<file path="src/rtl/gfx_cmd_ctrl_if.sv">
`default_nettype none
// ============================================================================
// Module      : gfx_cmd_ctrl_if
// Description : Command-input handshake and tile-memory write bus of the
//               graphics command controller.
// Revision    : 1.0 - initial release
// ============================================================================
interface gfx_cmd_ctrl_if #(
  parameter int ADDR_W = 10,
  parameter int DATA_W = 4
);
  // Command frame from the SPI receiver
  logic              cmd_valid;
  logic              cmd_ready;
  logic [7:0]        command;
  logic [7:0]        databyte1;
  logic [7:0]        databyte2;
  // Tile memory write port
  logic              mem_we;
  logic [ADDR_W-1:0] mem_waddr;
  logic [DATA_W-1:0] mem_wdata;

  // Command source and tile-memory sink
  modport master (
    output cmd_valid, command, databyte1, databyte2,
    input  cmd_ready, mem_we, mem_waddr, mem_wdata
  );

  // Controller side
  modport slave (
    input  cmd_valid, command, databyte1, databyte2,
    output cmd_ready, mem_we, mem_waddr, mem_wdata
  );
endinterface
`default_nettype wire

</file>
<file path="src/rtl/gfx_cmd_ctrl.sv">
`default_nettype none
// ============================================================================
// Module      : gfx_cmd_ctrl
// Description : Buffers SPI command frames in a FIFO and executes them in
//               order: tile writes, full-board clear, score and game-state
//               registers double-buffered to frame boundaries.
//               Optional feature macro: GFX_CLEAR_EN (builds the CLEAR state
//               and its address counter; without it opcode 0x5 is unknown).
// Revision    : 1.0 - initial release
// ============================================================================
module gfx_cmd_ctrl #(
  parameter int ADDR_W     = 10,
  parameter int CELLS      = 768,
  parameter int DATA_W     = 4,
  parameter int SCORE_W    = 10,
  parameter int STATE_W    = 16,
  parameter int FIFO_DEPTH = 4
) (
  input  wire logic          clk,
  input  wire logic          reset_n,
  gfx_cmd_ctrl_if.slave      bus,
  input  wire logic          frame_start,
  output logic [SCORE_W-1:0] score,
  output logic [STATE_W-1:0] state,
  output logic               busy,
  output logic               err
);

  localparam int PTR_W = $clog2(FIFO_DEPTH);
  localparam int CNT_W = PTR_W + 1;
  // Wide enough for a 16-bit operand or score+byte without wrapping
  localparam int SUM_W = ((SCORE_W > 16) ? SCORE_W : 16) + 1;
  localparam logic [SUM_W-1:0] SCORE_MAX_W = {{(SUM_W-SCORE_W){1'b0}}, {SCORE_W{1'b1}}};

  localparam logic [3:0] OP_NOP       = 4'h0;
  localparam logic [3:0] OP_WRITE     = 4'h1;
  localparam logic [3:0] OP_SET_SCORE = 4'h2;
  localparam logic [3:0] OP_ADD_SCORE = 4'h3;
  localparam logic [3:0] OP_SET_STATE = 4'h4;
`ifdef GFX_CLEAR_EN
  localparam logic [3:0] OP_CLEAR     = 4'h5;
`endif
  localparam logic [3:0] OP_CLR_ERR   = 4'hF;

`ifdef GFX_CLEAR_EN
  typedef enum logic [1:0] {ST_IDLE = 2'd0, ST_EXEC = 2'd1, ST_CLEAR = 2'd2} fsm_t;
`else
  typedef enum logic [1:0] {ST_IDLE = 2'd0, ST_EXEC = 2'd1} fsm_t;
`endif

  fsm_t               fsm_q, fsm_d;
  logic [23:0]        fifo_mem [FIFO_DEPTH];
  logic [PTR_W-1:0]   wr_ptr_q, wr_ptr_d, rd_ptr_q, rd_ptr_d;
  logic [CNT_W-1:0]   count_q, count_d;
  logic [23:0]        cur_q, cur_d;
  logic               mem_we_q, mem_we_d;
  logic [ADDR_W-1:0]  mem_waddr_q, mem_waddr_d;
  logic [DATA_W-1:0]  mem_wdata_q, mem_wdata_d;
  logic [SCORE_W-1:0] score_pend_q, score_pend_d, score_q, score_d;
  logic [STATE_W-1:0] state_pend_q, state_pend_d, state_q, state_d;
  logic               err_q, err_d;
`ifdef GFX_CLEAR_EN
  logic [ADDR_W-1:0]  clr_cnt_q, clr_cnt_d;
`endif

  logic               fifo_full, fifo_empty, push, pop;
  logic [3:0]         opc;
  logic [DATA_W-1:0]  tile;
  logic [15:0]        op16;

  assign fifo_full     = (count_q == CNT_W'(FIFO_DEPTH));
  assign fifo_empty    = (count_q == '0);
  assign push          = bus.cmd_valid && !fifo_full;
  assign pop           = (fsm_q == ST_IDLE) && !fifo_empty;
  assign bus.cmd_ready = !fifo_full;
  assign opc           = cur_q[23:20];
  assign tile          = cur_q[16 +: DATA_W];
  assign op16          = cur_q[15:0];

  assign bus.mem_we    = mem_we_q;
  assign bus.mem_waddr = mem_waddr_q;
  assign bus.mem_wdata = mem_wdata_q;
  assign score         = score_q;
  assign state         = state_q;
  assign err           = err_q;
  assign busy          = !fifo_empty || (fsm_q != ST_IDLE);

  function automatic logic [SCORE_W-1:0] sat(input logic [SUM_W-1:0] v);
    return (v > SCORE_MAX_W) ? {SCORE_W{1'b1}} : v[SCORE_W-1:0];
  endfunction

  // FIFO storage; contents are don't-care until the count says otherwise
  always_ff @(posedge clk) begin
    if (push) fifo_mem[wr_ptr_q] <= {bus.command, bus.databyte1, bus.databyte2};
  end

  // FIFO pointers/count and the popped command register
  always_comb begin
    wr_ptr_d = push ? wr_ptr_q + PTR_W'(1) : wr_ptr_q;
    rd_ptr_d = pop  ? rd_ptr_q + PTR_W'(1) : rd_ptr_q;
    count_d  = count_q + CNT_W'(push) - CNT_W'(pop);
    cur_d    = pop ? fifo_mem[rd_ptr_q] : cur_q;
  end

  // Executor next-state, write port, score/state/err and frame latching
  always_comb begin
    fsm_d        = fsm_q;
    mem_we_d     = 1'b0;
    mem_waddr_d  = mem_waddr_q;
    mem_wdata_d  = mem_wdata_q;
    score_pend_d = score_pend_q;
    state_pend_d = state_pend_q;
    err_d        = err_q;
`ifdef GFX_CLEAR_EN
    clr_cnt_d    = clr_cnt_q;
`endif
    // Outputs take the value pending before this edge's update
    score_d      = frame_start ? score_pend_q : score_q;
    state_d      = frame_start ? state_pend_q : state_q;

    case (fsm_q)
      ST_IDLE: begin
        if (!fifo_empty) fsm_d = ST_EXEC;
      end
      ST_EXEC: begin
        fsm_d = ST_IDLE;
        case (opc)
          OP_NOP: ;
          OP_WRITE: begin
            if ({16'd0, op16} < 32'(CELLS)) begin
              mem_we_d    = 1'b1;
              mem_waddr_d = op16[ADDR_W-1:0];
              mem_wdata_d = tile;
            end else begin
              err_d = 1'b1;
            end
          end
          OP_SET_SCORE: score_pend_d = sat(SUM_W'(op16));
          OP_ADD_SCORE: score_pend_d = sat(SUM_W'(score_pend_q) + SUM_W'(op16[7:0]));
          OP_SET_STATE: state_pend_d = op16[STATE_W-1:0];
`ifdef GFX_CLEAR_EN
          OP_CLEAR: begin
            // Address 0 is written on leaving EXEC; CLEAR covers the rest
            mem_we_d    = 1'b1;
            mem_waddr_d = '0;
            mem_wdata_d = tile;
            if (CELLS > 1) begin
              fsm_d     = ST_CLEAR;
              clr_cnt_d = ADDR_W'(1);
            end
          end
`endif
          OP_CLR_ERR: err_d = 1'b0;
          default:    err_d = 1'b1;
        endcase
      end
`ifdef GFX_CLEAR_EN
      ST_CLEAR: begin
        mem_we_d    = 1'b1;
        mem_waddr_d = clr_cnt_q;
        mem_wdata_d = tile;
        if (clr_cnt_q == ADDR_W'(CELLS - 1)) fsm_d = ST_IDLE;
        else clr_cnt_d = clr_cnt_q + ADDR_W'(1);
      end
`endif
      default: fsm_d = ST_IDLE;
    endcase
  end

  // State registers; reset abandons queued work and drops mem_we at once
  always_ff @(posedge clk or negedge reset_n) begin
    if (!reset_n) begin
      fsm_q        <= ST_IDLE;
      wr_ptr_q     <= '0;
      rd_ptr_q     <= '0;
      count_q      <= '0;
      cur_q        <= '0;
      mem_we_q     <= 1'b0;
      mem_waddr_q  <= '0;
      mem_wdata_q  <= '0;
      score_pend_q <= '0;
      state_pend_q <= '0;
      score_q      <= '0;
      state_q      <= '0;
      err_q        <= 1'b0;
`ifdef GFX_CLEAR_EN
      clr_cnt_q    <= '0;
`endif
    end else begin
      fsm_q        <= fsm_d;
      wr_ptr_q     <= wr_ptr_d;
      rd_ptr_q     <= rd_ptr_d;
      count_q      <= count_d;
      cur_q        <= cur_d;
      mem_we_q     <= mem_we_d;
      mem_waddr_q  <= mem_waddr_d;
      mem_wdata_q  <= mem_wdata_d;
      score_pend_q <= score_pend_d;
      state_pend_q <= state_pend_d;
      score_q      <= score_d;
      state_q      <= state_d;
      err_q        <= err_d;
`ifdef GFX_CLEAR_EN
      clr_cnt_q    <= clr_cnt_d;
`endif
    end
  end

endmodule
`default_nettype wire

</file>
<file path="src/flat_wrapper.sv">
// flat-port wrapper written by rule: the top's interface ports become plain ports
module gfx_cmd_ctrl_flat 
#(
  parameter int ADDR_W     = 10,
  parameter int CELLS      = 768,
  parameter int DATA_W     = 4,
  parameter int SCORE_W    = 10,
  parameter int STATE_W    = 16,
  parameter int FIFO_DEPTH = 4
)
  (clk, reset_n, frame_start, score, state, busy, err, bus_cmd_valid, bus_command, bus_databyte1, bus_databyte2, bus_cmd_ready, bus_mem_we, bus_mem_waddr, bus_mem_wdata);
  gfx_cmd_ctrl_if #(.ADDR_W(ADDR_W), .DATA_W(DATA_W)) bus_i ();
  input  wire logic clk;
  input  wire logic reset_n;
  input  wire logic frame_start;
  output logic [SCORE_W-1:0] score;
  output logic [STATE_W-1:0] state;
  output logic busy;
  output logic err;
  input wire logic [$bits(bus_i.cmd_valid)-1:0] bus_cmd_valid;
  input wire logic [$bits(bus_i.command)-1:0] bus_command;
  input wire logic [$bits(bus_i.databyte1)-1:0] bus_databyte1;
  input wire logic [$bits(bus_i.databyte2)-1:0] bus_databyte2;
  output wire logic [$bits(bus_i.cmd_ready)-1:0] bus_cmd_ready;
  output wire logic [$bits(bus_i.mem_we)-1:0] bus_mem_we;
  output wire logic [$bits(bus_i.mem_waddr)-1:0] bus_mem_waddr;
  output wire logic [$bits(bus_i.mem_wdata)-1:0] bus_mem_wdata;
  assign bus_i.cmd_valid = bus_cmd_valid;
  assign bus_i.command = bus_command;
  assign bus_i.databyte1 = bus_databyte1;
  assign bus_i.databyte2 = bus_databyte2;
  assign bus_cmd_ready = bus_i.cmd_ready;
  assign bus_mem_we = bus_i.mem_we;
  assign bus_mem_waddr = bus_i.mem_waddr;
  assign bus_mem_wdata = bus_i.mem_wdata;
  gfx_cmd_ctrl #(.ADDR_W(ADDR_W), .CELLS(CELLS), .DATA_W(DATA_W), .SCORE_W(SCORE_W), .STATE_W(STATE_W), .FIFO_DEPTH(FIFO_DEPTH)) u_core (.clk(clk), .reset_n(reset_n), .bus(bus_i), .frame_start(frame_start), .score(score), .state(state), .busy(busy), .err(err));
endmodule
</file>
<file path="config.mk">
export PLATFORM = sky130hd
export DESIGN_NAME = gfx_cmd_ctrl_flat
export DESIGN_NICKNAME = d
export VERILOG_FILES = /design/src/rtl/gfx_cmd_ctrl_if.sv /design/src/rtl/gfx_cmd_ctrl.sv /design/src/flat_wrapper.sv
export SDC_FILE = /design/constraint.sdc
export NUM_CORES = 1
export LEC_CHECK = 0
export ABC_CLOCK_PERIOD_IN_PS = 4450
export CORE_MARGIN = 3
export CORE_UTILIZATION = 61
export CTS_CLUSTER_DIAMETER = 80
export DETAILED_ROUTE_END_ITERATION = 10
export GPL_TIMING_DRIVEN = 0
export PLACE_DENSITY = 0.84
export SLEW_MARGIN = 30
export SYNTH_ARGS = -nofsm -noshare
export SYNTH_HDL_FRONTEND = slang
export SYNTH_SLANG_ARGS = --single-unit
</file>
<file path="constraint.sdc">
create_clock -name clk -period 4.45 [get_ports clk]
set_input_delay 1.335 -clock clk [delete_from_list [all_inputs] [get_ports clk]]
set_output_delay 1.335 -clock clk [all_outputs]
set_load 0.01 [all_outputs]
</file>
* Word-level counts from Yosys, hierarchy flattened *
Memory sizes are Yosys's and may differ from the RTL's. A register that Yosys moved wholly into a read port is not among the register bits.
Cells that the tools add are included.

cells by class
  $add $sub $neg = 5
  magnitude comparators = 3
  equal/unequal tests = 9
  multiplexer cells = 12
  bitwise logic cells = 1
  reductions and logical operators = 16

operators with widths
  kind                    count
  $mux W10                2
  $pmux W10 S2            1
  $gt A17 B10 Y1 const B  1
  $gt A16 B10 Y1 const B  1
  $lt A16 B10 Y1 const B  1
  $add A10 B8 Y11         1
  $eq A4 B2 Y1 const B    2
  $mux W1                 6
  $reduce_and A3 Y1       2
  $add A2 B1 Y2 const B   2
  $eq A4 B1 Y1 const B    1
  $eq A4 B3 Y1 const B    1
  $eq A4 B4 Y1 const B    1
  $logic_not A4 Y1        1
  $mux W2                 2
  $ne A2 B2 Y1 const B    2
  $reduce_and A2 Y1       2
  $reduce_bool A2 Y1      2
  $reduce_or A4 Y1        1
  $add A3 B1 Y3           1
  $eq A3 B3 Y1 const B    1
  $logic_not A1 Y1        3
  $logic_not A3 Y1        1
  $pmux W1 S3             1
  other kinds (6)         7

word-level totals
  bits in registers = 77
  RAM bits = 96
  input port bits = 28
  output and inout bits = 44
  memories kept = 1

memory list
  memory           depth  width  read ports  clocked after memory_dff  write ports  line                RTL
  u_core.fifo_mem  4      24     1           1                         1            gfx_cmd_ctrl.sv:52  logic [23:0] fifo_mem [FIFO_DEPTH];

* Longest topological paths before layout *
Gate-level depths: netlist (run 1).

  depth in word-level cells = 5
  gate-level depth with buffers = 10
  mapped depth without buffers = 9

* Worst setup path before layout (run 1) *
No wires, ideal clock.

  path type = register to register
  start point = register u_core.count_q[1]
  end point = register u_core.count_q[2]
  setup time = 0.123 ns
  arrival time = 2.411 ns
  path slack = 1.916 ns
  stages on the path, launching flop included = 11
  clock period less this slack = 2.534 ns
  path through = dfrtp_1 > nor3_1 > nor2_1 > clkbuf_1 > ha_1 > inv_1 > ha_1 > inv_1 > fa_1 > xnor2_1 > xnor2_1

RTL lines
  item                      line                 RTL
  start: declaration        gfx_cmd_ctrl.sv:54   logic [CNT_W-1:0] count_q, count_d;
  start signal: assignment  gfx_cmd_ctrl.sv:193  count_q <= count_d;
  $logic_not A3 Y1          gfx_cmd_ctrl.sv:72   assign fifo_empty = (count_q == '0);
  $logic_not A1 Y1          gfx_cmd_ctrl.sv:74   assign pop = (fsm_q == ST_IDLE) && !fifo_empty;
  $logic_and A1 B1 Y1       gfx_cmd_ctrl.sv:74
  net u_core.pop            gfx_cmd_ctrl.sv:66   logic fifo_full, fifo_empty, push, pop;
  $sub A3 B1 Y3             gfx_cmd_ctrl.sv:101  count_d = count_q + CNT_W'(push) - CNT_W'(pop);
  net u_core.count_d[2]     gfx_cmd_ctrl.sv:54

The timed path passes the listed nets, and every way through them passes these cells.
A chain may end at the register's enable or synchronous reset.

* Worst setup path after layout (run 1) *
  start point = register u_core.count_q[1]
  end point = output busy

between the ends
  cells in the longest elaborated chain, start to end = 3

RTL lines
  item                line                RTL
  $logic_not A3 Y1    gfx_cmd_ctrl.sv:72
  $logic_not A1 Y1    gfx_cmd_ctrl.sv:86  assign busy = !fifo_empty || (fsm_q != ST_IDLE);
  $logic_or A1 B1 Y1  gfx_cmd_ctrl.sv:86
  end: declaration    flat_wrapper.sv:18  output logic busy;

Every way passes these cells.

==> reports/metrics.cfg, run 1 <==
[run_status]
run_status=complete, no violations

[synth]
synth-edff-count=96
synth_top_area_share_pct=36.80
muxShareOfSynthArea_pct=18.81
synth_area_leader_cell=edfxtp_1
synthAdderAreaFrac_pct=2.747
avgSynthCellArea_um2=17.60
ys_ff_latch=196
ys_seq_area_share_pct=68.74
synth_fp_nets=489
synth_ff_type=dfrtp_1
synth_top_family_by_area=multiplexers
syn_area_um2=7834
synthSimpleGateAreaFrac_pct=3.194
synth_area_leaders=edfxtp_1 37%, dfrtp_1 32%, mux2_2 10%
synth_xor_area_share_pct=1.006
synth_compound_area_share_pct=3.833
ys_types=51
syn_inst=445
yosysWarnings=0
synth-async-reset-ratio_pct=51.02

[die]
io_pins=72
initial_core_util_pct=63.89
placeableCoreArea_um2=12260
die_h_um=119.3
dieWidth_um=119.3
die-area_um2=14240
rows=40

[setup_path]
end_kind=output port
cpPeakStageDelay_ns=0.49
cp_data_arrival_time_ns=1.78
critPathLaunchType=flip-flop
r2r_start=u_core.count_q[1]$_DFF_PN0_
r2r-end=u_core.count_q[2]$_DFF_PN0_
rrSetupSlack_ns=1.44
crit_family=buffers and inverters
slowest_stage=clkdlybuf4s50_1
cp_num_buf_inv=1
path_max_fanout=4
worstRegToRegCells=10
crit_type=reg -> out
required_ns=3.12
worstPathCellList=nor3_1 -> nand2_1 -> clkdlybuf4s50_1

[sta]
setup_violations=0
finalSetupTns_ns=0
finalHoldViolCount=0
holdWs_ns=0.5038
rsz0062_at_grt=false
finalCriticalPeriod_ns=3.112
fmax_mhz=321.3
tightest_slew_ns=0.8277
clock_skew_ns=0.008592
slew_headroom_pct=44.61
fin_crit_sh_pct=69.94
drv_slew=0

[cts]
cts_hold_buf=0
cts_tree=built
cts_inserted_buffers=17
clock-root-buffer=clkbuf_16
cts.sinks=196
clk_latency_ns=0.42
cts_buffer_depth=2
post_cts_buffers=0
htree_levels=4
cts.reportedPaths.clkPinSlew_ns=0.07
cts_resized=0

[pwr]
seqPwrFrac_pct=43.2
p_sw_mw=2.024
swShare_pct=30.87
max-vdd-ir-drop_v=0.0004160
comb_power_share_pct=34.1
leakage_nw=3.598
p_clk_share_pct=22.8
p_int_mw=4.532
p_per_area_nw_per_um2=699.9

[finish]
final_cell_mix=100 x dfrtp_1, 96 x edfxtp_1, 70 x mux2_2
drive_gt1_share_pct=27.06
mostFrequentLayoutCell=dfrtp_1
syn2layout_area_growth_pct=19.57
fin_area_um2=9366
diodes=0
fin_nets=579
num-fill-cells=714

[routing]
drc=0
avgRoutedWirePerCell_um=20.19
drtPass1Iterations=4
antenna_left=0
dr_total_vias=4150
finalWirelength_mm=14.43
first_iter_violations=322
drt-vias-per-instance=5.804

[min_path]
hold_path_end=u_core.state[12]$_DFFE_PN0P_
hp-class=reg -> reg
hp-start=u_core.state_pend_q[12]$_DFFE_PN0P_
min_path_cells=1

[global_routing]
grt_pass1_wl_mm=23.51
grt_overflow=0
grt_pass1_vias=4393
track_usage_pct=21.63
grt_max_degree=61
antenna_found_initial=0

[placed_design]
place_hpwl_mm=9.617
post_dp_cell_area_um2=8778
place.gp.congestion=0.8292
port-buffer-count=70

[run]
drv_cap=0

## layout make-up
class	instances	area, um2	area share (%)
Tap cell	168	210.2	2.244
Buffer	16	77.57	0.8282
Clock buffer	17	425.4	4.542
Sequential cell	196	5385	57.49
Clock inverter	14	162.7	1.737
Timing Repair Buffer	71	729.5	7.788
Multi-Input combinational cell	219	2323	24.81
Inverter	14	52.55	0.5610
## cell usage after synthesis, drive strengths merged, types with 2 or more instances
library cell  number
o22ai              9
and3               6
or4                2
nor2b              2
buf                7
o21a               2
nor3               3
xnor2              5
mux2              79
a21oi             12
a21o               3
fa                 2
nor2              10
clkbuf             9
inv               14
dfrtp            100
nand4              3
xor2               4
edfxtp            96
nand2             10
mux4              24
ha                14
o21ai              5
a211o              2
## per-stage QoR
stage | setup WS, ns | utilization (%) | power (mW) | std cells
floorplan | 1.916 | - | 4.288 | 445
CTS | 1.303 | 76.39 | 6.596 | 715
finish | 1.338 | 76.39 | 6.556 | 715
global route | 1.152 | 76.39 | 6.920 | 715
detailed placement | 1.303 | 71.59 | 5.072 | 684
global placement | -1.426 | 71.32 | 4.928 | 683
## state kept, by name, summed over array words and instances, names as in the netlist
signal	cells
u_core.score	10
u_core.score_pend_q	10
u_core.bus.mem_we	1
u_core.bus.mem_wdata	4
u_core.fifo_mem	96
u_core.rd_ptr_q	2
u_core.err	1
u_core.wr_ptr_q	2
u_core.bus.mem_waddr	10
u_core.count_q	3
u_core.state	16
u_core.state_pend_q	16
u_core.cur_q	24
u_core.fsm_q	1
## routing by layer
| layer | vias to the layer above | global-route usage [%] | part of all wire [%] | routed length, um |
|---|---|---|---|---|
| met5 | - | 0 | 0 | 0 |
| met4 | 0 | 8.805 | 2.3 | 336 |
| met3 | 26 | 4.843 | 5.1 | 735 |
| met2 | 117 | 35.71 | 51 | 7394 |
| met1 | 2126 | 28.14 | 41 | 5967 |
| li1 | 1881 | - | - | - |
## kinds of logic (layout without fill, tap and decap cells)
kind of cell    count (synthesis)  after routing
compound gates                 45             45
mux                           104            104
buf+inv                        30            132
xor+xnor                        9              9
fa+ha+maj                      16             16
simple gates                   45             45
flops                         196            196
## worst max-delay path by stage
stage	startpoint	end	slack, ns	cells after the start
2_1_floorplan	u_core.count_q[1]$_DFF_PN0_	u_core.count_q[2]$_DFF_PN0_	1.92	10
6_report	u_core.count_q[1]$_DFF_PN0_	busy	1.34	3
5_1_grt	u_core.count_q[1]$_DFF_PN0_	u_core.count_q[2]$_DFF_PN0_	1.15	10
3_3_place_gp	reset_n	u_core.cur_q[16]$_DFFE_PN0P_	-1.43	1
3_5_place_dp	bus_cmd_valid	u_core.count_q[2]$_DFF_PN0_	1.30	7
4_1_cts	u_core.count_q[1]$_DFF_PN0_	busy	1.30	3
## power groups by stage
| stage | combinational (mW) | clock [mW] | sequential, mW |
|---|---|---|---|
| after global routing | 2.43 | 1.59 | 2.90 |
| after floorplan | 1.49 | 0 | 2.80 |
| after detailed placement | 2.21 | 0 | 2.86 |
| after global placement | 2.11 | 0 | 2.82 |
| after CTS | 2.25 | 1.52 | 2.83 |
| final | 2.23 | 1.49 | 2.83 |
No activity file was read; power rests on OpenSTA's default activity.
==> run 2: changes to the inputs <==
--- a/config.mk
+++ b/config.mk
@@ -5,13 +5,13 @@
 export SDC_FILE = /design/constraint.sdc
 export NUM_CORES = 1
 export LEC_CHECK = 0
-export ABC_CLOCK_PERIOD_IN_PS = 4450
+export ABC_CLOCK_PERIOD_IN_PS = 3200
 export CORE_MARGIN = 3
-export CORE_UTILIZATION = 61
+export CORE_UTILIZATION = 57
 export CTS_CLUSTER_DIAMETER = 80
 export DETAILED_ROUTE_END_ITERATION = 10
 export GPL_TIMING_DRIVEN = 0
-export PLACE_DENSITY = 0.84
+export PLACE_DENSITY = 0.79
 export SLEW_MARGIN = 30
 export SYNTH_ARGS = -nofsm -noshare
 export SYNTH_HDL_FRONTEND = slang
==> constraint.sdc (replaced) <==
create_clock -name clk -period 3.2 [get_ports clk]
set_input_delay 0.96 -clock clk [delete_from_list [all_inputs] [get_ports clk]]
set_output_delay 0.96 -clock clk [all_outputs]
set_load 0.01 [all_outputs]
==> run 2 against run 1 <==
Against the previous run: utilization is 6.4 points lower; register-to-register slack got worse by 1.2 ns; flip-flop and latch count stayed put; wire length increased by 0.53%; power up 37%; hold slack got worse by 0.061 ns; global-route usage decreased by 0.77 points; die area up 6.7%; sequential share of layout area up 0.12 points; combinational power increased by 38%; critical endpoint unchanged.
==> reports/metrics.cfg, run 2 (synthesis gave the netlist of run 1 again) <==
[sta]
rsz0062_at_grt=false
fin_crit_sh_pct=91.53
fin_ws_ns=0.2711  ; -1.067 ns
fmax_mhz=341.4
clock_skew_ns=0.008594  ; +0.000002170 ns
holdWs_ns=0.4430  ; -0.06076 ns
finalHoldViolCount=0  ; unchanged
finalCriticalPeriod_ns=2.929
drv_slew=0  ; unchanged
tightest_slew_ns=0.7185  ; -0.1093 ns
slew_headroom_pct=51.45  ; +6.8 points
setup_violations=0  ; unchanged

[die]
die_h_um=123.2  ; +3.3%
die-area_um2=15190  ; +6.7%
io_pins=72  ; unchanged
dieWidth_um=123.2  ; +3.3%
placeableCoreArea_um2=13350  ; +8.9%
initial_core_util_pct=58.69  ; -5.2 points
rows=42  ; +5.0%

[setup_path]
end_kind=output port
cp_data_arrival_time_ns=1.97  ; +0.19 ns
crit_type=reg -> out
critPathLaunchType=flip-flop
required_ns=2.24  ; -0.88 ns
path_max_fanout=4  ; unchanged

[finish]
top_regs=u_core.fifo_mem: 96 flops, u_core.cur_q: 24 flops
drive_gt1_share_pct=26.46  ; -0.60 points
syn2layout_area_growth_pct=19.31
fin_area_um2=9346  ; -0.21%
largest_reg_flops=96  ; unchanged
diodes=0  ; unchanged
fin_nets=579  ; unchanged
mostFrequentLayoutCell=dfrtp_1
largest-register=u_core.fifo_mem
final_cell_mix=100 x dfrtp_1, 96 x edfxtp_1, 70 x mux2_2
post-route-util_pct=70.02  ; -6.4 points

[global_routing]
grt_pass1_vias=4424  ; +0.71%
antenna_found_initial=0  ; unchanged
grt_max_degree=58  ; -4.9%
track_usage_pct=20.86  ; -0.77 points
grt_pass1_wl_mm=23.21  ; -1.3%
grt_overflow=0  ; unchanged

[cts]
clk_latency_ns=0.42  ; about the same
cts_hold_buf=0  ; unchanged
post_cts_buffers=0  ; unchanged
htree_levels=4  ; unchanged
cts_resized=0  ; unchanged
clock-root-buffer=clkbuf_16
cts_inserted_buffers=17  ; unchanged
cts.reportedPaths.clkPinSlew_ns=0.06  ; about the same
cts_buffer_depth=2  ; unchanged
cts.sinks=196  ; unchanged
cts_tree=built

[run_status]
run_status=complete, no violations

[placed_design]
port-buffer-count=70  ; unchanged
post_dp_cell_area_um2=8788  ; +0.11%
place_hpwl_mm=9.573  ; -0.46%
place.gp.congestion=0.8421  ; +1.6%
post-place-ws_ns=0.04910  ; -1.254 ns

[routing]
finalWirelength_mm=14.51  ; +0.53%
drtPass1Iterations=4  ; unchanged
first_iter_violations=277  ; -14%
antenna_left=0  ; unchanged
drt-vias-per-instance=5.715  ; -1.5%
dr_total_vias=4138  ; -0.29%
drc=0  ; unchanged
avgRoutedWirePerCell_um=20.04  ; -0.72%

[pwr]
leakage_nw=3.600  ; about the same
max-vdd-ir-drop_v=0.0004281  ; +2.9%
p_per_area_nw_per_um2=962.6  ; +38%

[min_path]
hp-class=in -> async

[run]
drv_cap=0  ; unchanged

-- run 2: final timing paths --
kind	startpoint	to	slack, ns	cells past startpoint
worst max-delay path	u_core.count_q[1]$_DFF_PN0_	busy	0.27	3
worst min-delay path	reset_n	u_core.state[2]$_DFFE_PN0P_	0.44	1
worst max register to register	u_core.count_q[1]$_DFF_PN0_	u_core.count_q[2]$_DFF_PN0_	0.28	10
worst min register to register	u_core.state_pend_q[1]$_DFFE_PN0P_	u_core.state_pend_q[1]$_DFFE_PN0P_	0.47	2
max in group asynchronous	reset_n	u_core.cur_q[16]$_DFFE_PN0P_	2.13	2
min in group clk	u_core.state_pend_q[1]$_DFFE_PN0P_	u_core.state_pend_q[1]$_DFFE_PN0P_	0.47	2
-- run 2: power by group --
group	switching, mW	total [mW]	internal (mW)
Clock	0.830	1.99	1.15
Sequential	0.489	3.94	3.45
Combinational	1.44	3.07	1.63
-- run 2: area by class of cell --
cell class | instances | area (um2)
multi-input cells | 219 | 2326
flip-flops and latches | 196 | 5385
inverters | 14 | 52.55
clock inverters | 6 | 55.05
repair buffers | 71 | 729.5
fillers | 891 | 4001
clock buffers | 26 | 500.5
well taps | 176 | 220.2
plain buffers | 16 | 77.57
-- run 2: per-stage QoR --
stage	power [mW]	setup TNS [ns]	instances
finish	8.997	0	724
global route	9.552	0	724
CTS	9.077	0	724
detailed placement	7.052	0	692
global placement	6.854	-250.30	691
floorplan	5.962	0	445
-- run 2: critical path, stage by stage (launching register included) --
cell             delay (ns)
dfrtp_1                0.44
nor3_1                 0.42
nand2_1                0.18
clkdlybuf4s50_1        0.52
-- run 2: metal layers --
| metal | global-route usage, % | vias to the layer above | part of all wire (%) |
|---|---|---|---|
| met5 | 0 | - | 0 |
| li1 | - | 1889 | - |
| met2 | 33.84 | 109 | 51 |
| met1 | 27.54 | 2127 | 42 |
| met4 | 8.512 | 0 | 1.4 |
| met3 | 4.849 | 13 | 4.9 |
